$ cat config.mk
export PLATFORM = sky130hd
export DESIGN_NAME = imm_narrow
export DESIGN_NICKNAME = d
export VERILOG_FILES = /design/src/rtl/spu_imm_pkg.sv /design/src/rtl/imm_range_chk.sv /design/src/rtl/imm_narrow.sv
export SDC_FILE = /design/constraint.sdc
export NUM_CORES = 1
export LEC_CHECK = 0
export ABC_CLOCK_PERIOD_IN_PS = 3900
export BUFFER_PORTS_ARGS = -buffer_cell sky130_fd_sc_hd__buf_2
export CAP_MARGIN = 20
export CORE_UTILIZATION = 43
export CTS_CLUSTER_SIZE = 10
export DETAILED_ROUTE_END_ITERATION = 8
export HOLD_SLACK_MARGIN = 0.03
export MAX_ROUTING_LAYER = met4
export PLACE_DENSITY = 0.7
export REMOVE_ABC_BUFFERS = 1
export SKIP_LAST_GASP = 1
export SLEW_MARGIN = 20
export SYNTH_ARGS = -nofsm -noshare
export SYNTH_HDL_FRONTEND = slang
export SYNTH_HIERARCHICAL = 1
export SYNTH_SLANG_ARGS = --single-unit
$ cat constraint.sdc
create_clock -name clk -period 3.9 [get_ports clk]
set_clock_uncertainty 0.2 [all_clocks]
set_input_delay 0.78 -clock clk [delete_from_list [all_inputs] [get_ports clk]]
set_output_delay 0.78 -clock clk [all_outputs]
set_load 0.01 [all_outputs]
$ cat src/rtl/spu_imm_pkg.sv
// Shared types and helpers for the immediate-narrowing pipeline.
// Field selector encoding, field widths and width/mask lookups.
package spu_imm_pkg;

  typedef enum logic [1:0] {
    I7  = 2'b00,
    I10 = 2'b01,
    I16 = 2'b10,
    I18 = 2'b11
  } imm_sel_t;

  localparam int unsigned W_I7    = 7;
  localparam int unsigned W_I10   = 10;
  localparam int unsigned W_I16   = 16;
  localparam int unsigned W_I18   = 18;
  localparam int unsigned VAL_W   = 32;
  localparam int unsigned FIELD_W = 18;
  localparam int unsigned WID_W   = 5;

  // Field width N for a selector.
  function automatic logic [WID_W-1:0] imm_width(imm_sel_t sel);
    logic [WID_W-1:0] w;
    case (sel)
      I7:      w = WID_W'(W_I7);
      I10:     w = WID_W'(W_I10);
      I16:     w = WID_W'(W_I16);
      default: w = WID_W'(W_I18);
    endcase
    return w;
  endfunction

  // Mask of the low N bits of the widest field.
  function automatic logic [FIELD_W-1:0] imm_mask(imm_sel_t sel);
    logic [FIELD_W-1:0] m;
    m = '0;
    for (int unsigned i = 0; i < FIELD_W; i++) begin
      m[i] = (i < 32'(imm_width(sel)));
    end
    return m;
  endfunction

endpackage

$ cat src/rtl/imm_range_chk.sv
// Combinational signed range check of a 32-bit value against the
// N-bit field chosen by the selector. Also returns the field limits
// as N-bit patterns (upper bits of the 18-bit bus are don't-care,
// the caller masks them).
module imm_range_chk
  import spu_imm_pkg::*;
(
  input  logic [VAL_W-1:0]   i_value,
  input  imm_sel_t           i_sel,
  output logic               o_fits,
  output logic [FIELD_W-1:0] o_min,
  output logic [FIELD_W-1:0] o_max
);

  logic [WID_W-1:0] w_n;
  logic [VAL_W-1:0] w_max;
  logic [VAL_W-1:0] w_min;

  // Limits are +2^(N-1)-1 and its bitwise complement -2^(N-1).
  always_comb begin
    w_n    = imm_width(i_sel);
    w_max  = (VAL_W'(1) << (w_n - WID_W'(1))) - VAL_W'(1);
    w_min  = ~w_max;
    o_fits = ($signed(i_value) >= $signed(w_min)) &&
             ($signed(i_value) <= $signed(w_max));
    o_min  = w_min[FIELD_W-1:0];
    o_max  = w_max[FIELD_W-1:0];
  end

endmodule

$ cat src/rtl/imm_narrow.sv
// Two-stage valid/ready pipeline narrowing a signed 32-bit immediate
// to a 7/10/16/18-bit field, flagging overflow and counting delivered
// overflows in a saturating counter.
// S1 holds the low input bits, sign, selector, fit flag and limits;
// S2 holds the finished field, width and overflow flag.
// Build option: define IMM_SATURATE_EN to clamp overflowed values to
// the field min/max; otherwise overflowed values are truncated.
module imm_narrow
  import spu_imm_pkg::*;
#(
  parameter int unsigned CNT_W = 16
) (
  input  logic               clk,
  input  logic               rst,
  input  logic               in_valid,
  output logic               in_ready,
  input  logic [VAL_W-1:0]   in_value,
  input  logic [1:0]         in_select,
  output logic               out_valid,
  input  logic               out_ready,
  output logic [FIELD_W-1:0] out_field,
  output logic [WID_W-1:0]   out_width,
  output logic               out_ovf,
  output logic [CNT_W-1:0]   ovf_count,
  input  logic               clr_count
);

`ifdef IMM_SATURATE_EN
  localparam bit SAT_EN = 1'b1;
`else
  localparam bit SAT_EN = 1'b0;
`endif

  imm_sel_t           w_sel;
  logic               w_fits;
  logic [FIELD_W-1:0] w_min;
  logic [FIELD_W-1:0] w_max;
  logic               w_s1_load;
  logic               w_s2_load;
  logic               w_out_hs;
  logic [FIELD_W-1:0] w_s2_field;
  logic [WID_W-1:0]   w_s2_width;

  logic               r_s1_valid;
  logic [FIELD_W-1:0] r_s1_raw;
  logic               r_s1_neg;
  imm_sel_t           r_s1_sel;
  logic               r_s1_fits;
  logic [FIELD_W-1:0] r_s1_min;
  logic [FIELD_W-1:0] r_s1_max;

  logic               r_s2_valid;
  logic [FIELD_W-1:0] r_s2_field;
  logic [WID_W-1:0]   r_s2_width;
  logic               r_s2_ovf;
  logic [CNT_W-1:0]   r_ovf_count;

  assign w_sel = imm_sel_t'(in_select);

  imm_range_chk u_range_chk (
    .i_value (in_value),
    .i_sel   (w_sel),
    .o_fits  (w_fits),
    .o_min   (w_min),
    .o_max   (w_max)
  );

  // Stage enables: S2 advances when empty or drained; S1 when empty or
  // S2 takes its contents. in_ready is forced low while in reset.
  always_comb begin
    w_s2_load = !r_s2_valid || out_ready;
    w_s1_load = !r_s1_valid || w_s2_load;
    in_ready  = w_s1_load && !rst;
    w_out_hs  = r_s2_valid && out_ready;
  end

  // S1: capture input bits, sign, selector and range-check result.
  always_ff @(posedge clk or posedge rst) begin
    if (rst) begin
      r_s1_valid <= 1'b0;
      r_s1_raw   <= '0;
      r_s1_neg   <= 1'b0;
      r_s1_sel   <= I7;
      r_s1_fits  <= 1'b0;
      r_s1_min   <= '0;
      r_s1_max   <= '0;
    end else if (w_s1_load) begin
      r_s1_valid <= in_valid;
      if (in_valid) begin
        r_s1_raw  <= in_value[FIELD_W-1:0];
        r_s1_neg  <= in_value[VAL_W-1];
        r_s1_sel  <= w_sel;
        r_s1_fits <= w_fits;
        r_s1_min  <= w_min;
        r_s1_max  <= w_max;
      end
    end
  end

  // Select truncated or clamped bits, then keep only the low N bits.
  always_comb begin
    w_s2_width = imm_width(r_s1_sel);
    if (!r_s1_fits && SAT_EN) begin
      w_s2_field = r_s1_neg ? r_s1_min : r_s1_max;
    end else begin
      w_s2_field = r_s1_raw;
    end
    w_s2_field = w_s2_field & imm_mask(r_s1_sel);
  end

  // S2: output register; payload is zeroed whenever it holds no result
  // so the outputs read zero while out_valid is low.
  always_ff @(posedge clk or posedge rst) begin
    if (rst) begin
      r_s2_valid <= 1'b0;
      r_s2_field <= '0;
      r_s2_width <= '0;
      r_s2_ovf   <= 1'b0;
    end else if (w_s2_load) begin
      r_s2_valid <= r_s1_valid;
      r_s2_field <= r_s1_valid ? w_s2_field : '0;
      r_s2_width <= r_s1_valid ? w_s2_width : '0;
      r_s2_ovf   <= r_s1_valid && !r_s1_fits;
    end
  end

  // Saturating count of delivered overflows; clear has priority.
  always_ff @(posedge clk or posedge rst) begin
    if (rst) begin
      r_ovf_count <= '0;
    end else if (clr_count) begin
      r_ovf_count <= '0;
    end else if (w_out_hs && r_s2_ovf && (r_ovf_count != '1)) begin
      r_ovf_count <= r_ovf_count + CNT_W'(1);
    end
  end

  assign out_valid = r_s2_valid;
  assign out_field = r_s2_field;
  assign out_width = r_s2_width;
  assign out_ovf   = r_s2_ovf;
  assign ovf_count = r_ovf_count;

endmodule

==> results.tsv <==
metric	value	unit
num_antenna_cells	0	
cts_buffer_depth	2	
violations	setup timing	
powerDensity	323	nW/um^2
setup_ws	-0.558	ns
cp_data_arrival_time	4.49	ns
vias	4253	
fp.dieW	103	um
syn_to_final_growth	32.2	%
cts.sinks	62	
setup_viol	1	
hold_path_class	reg -> reg	
drc_errors	0	
drtIter0Drc	262	
filler_cell_count	865	
finalSetupTns	-0.558	ns
ir_drop	0.182	mV
synth_area	4390	um^2
grt_max_degree	35	
drv_slew	0	
power	1870	uW
path_class	in -> reg	
yosys_warnings	6	
vias_per_cell	5.61	
timing.final.crit_share	114	%
crit_fanout	4	
power_leakage	0.00277	uW
rsz0062_at_grt	true	
grt_first_pass_wirelength	19500	um
gp_congestion	0.954	
ant_nets	0	
wl_per_cell	16.1	um
routed_wl	12200	um
final_core_util	59.1	%
core_area	9820	um^2
max_freq	224	MHz
io_pins	81	
cts-root-buf	clkbuf_8	
dpl_worst_slack	-1.32	ns
final_nets	701	
grt_pass1_vias	4154	
overflow	0	
num_rows	36	
start_util	44.7	%
finalWorstPathRequiredPeriod	4.46	ns
grt_antenna_before_repair	0	
hold_viol	0	
critPathCaptureType	flip-flop	
clk_pin_slew	0.07	ns
io_buffer_count	80	
critPathLaunchType	primary input	
required	3.93	ns
syn_area_per_cell	9.07	um^2
htree_levels	3	
cts_made_buffers	9	
die_y	103	um
die_area	10600	um^2
detailed_place_hpwl	9080	um
cts_tree	done	
max_cap_violations	0	
syn_inst	484	
worstMarginPinSlew	0.967	ns
status	complete, but fails checks	
track_usage	24.4	%
final_layout_size_suffix_gt1_share	36.3	%
drt_first_pass_iters	5	
slew_headroom	35.0	%
insertion_delay	0.34	ns
## final timing paths
check | cells past startpoint | end | slack, ns | startpoint
setup / recovery | 23 | r_s1_fits | -0.56 | in_select[0]
hold / removal | 2 | out_field[3] | 0.27 | out_field[3]
setup reg to reg | 4 | ovf_count[11] | 1.45 | out_ovf
hold reg to reg | 2 | out_field[3] | 0.27 | out_field[3]
max in group asynchronous | 3 | r_s1_raw[2] | 2.28 | rst
min in group asynchronous | 2 | r_s1_valid | 0.36 | rst
## power by group
| part | switching, uW | total [uW] | leakage, uW | internal (uW) |
|---|---|---|---|---|
| clock | 241 | 570 | 0.0000996 | 329 |
| combinational | 285 | 543 | 0.00188 | 259 |
| sequential | 47.4 | 761 | 0.000791 | 713 |
| total | 573 | 1870 | 0.00277 | 1300 |
## routing by layer
layer	share of wire, %	track usage, %	up-vias
li1	-	-	2058
met1	44	30.6	2015
met2	49	39.3	150
met3	5.3	3.73	30
met4	2.2	9.86	0
met5	0	-	-
## timing repair
item	CTS	global route
setup buffers	2	5
setup endpoints to repair	1	1
gates cloned	0	0
pin swaps	19	14
resized for setup	41	18
hold buffers	0	0
## stage by stage
step                      area, um^2  hold slack, ns  cells
final                           5800           0.266    758
after global routing            5800           0.304    758
after CTS                       5680           0.270    753
after detailed placement        5300           0.255    735
after global placement          5300           0.246    735
after floorplan                 4290           0.228    463
## registers in the layout, summed over array words and instances, names as in the netlist
name / cells
r_s1_sel: 2
r_s1_valid: 1
out_ovf: 1
out_field: 18
out_width: 4
ovf_count: 16
r_s1_raw: 18
r_s1_fits: 1
out_valid: 1
## cell type report
class                   count  area [um^2]  area share (%)
multi-input cells         371         2820            48.6
flip-flops and latches     62         1550            26.7
repair buffers            146          932            16.1
well taps                 133          166            2.87
clock buffers              13          159            2.74
inverters                  30          133            2.29
clock inverters             3         42.5           0.733
## layout by cell type, fill, tap and decap left out, drive strengths merged, types with 22 or more instances in the layout
cell type / count
dfrtp: 62
nand2: 50
o21ai: 28
a21oi: 22
nor2: 29
ha: 42
inv: 29
mux2: 27
nand3: 23
buf: 146
## critical path, stage by stage
cell and delay, ns:
buf_8 0.09, clkinv_8 0.07, ha_4 0.17, nor4bb_4 0.31, nand2_1 0.12, ha_2 0.21
or2_4 0.24, o311a_4 0.15, nand4b_1 0.10, o21ai_1 0.07, a21oi_1 0.23, buf_4 0.15
inv_1 0.03, ha_1 0.21, buf_4 0.14, a21oi_1 0.12, a211oi_1 0.07, a2111o_1 0.32
a311oi_2 0.24, a21o_1 0.16, nor2b_4 0.15, o32ai_2 0.08, mux2_4 0.27
(Power assumes the default switching activity.)
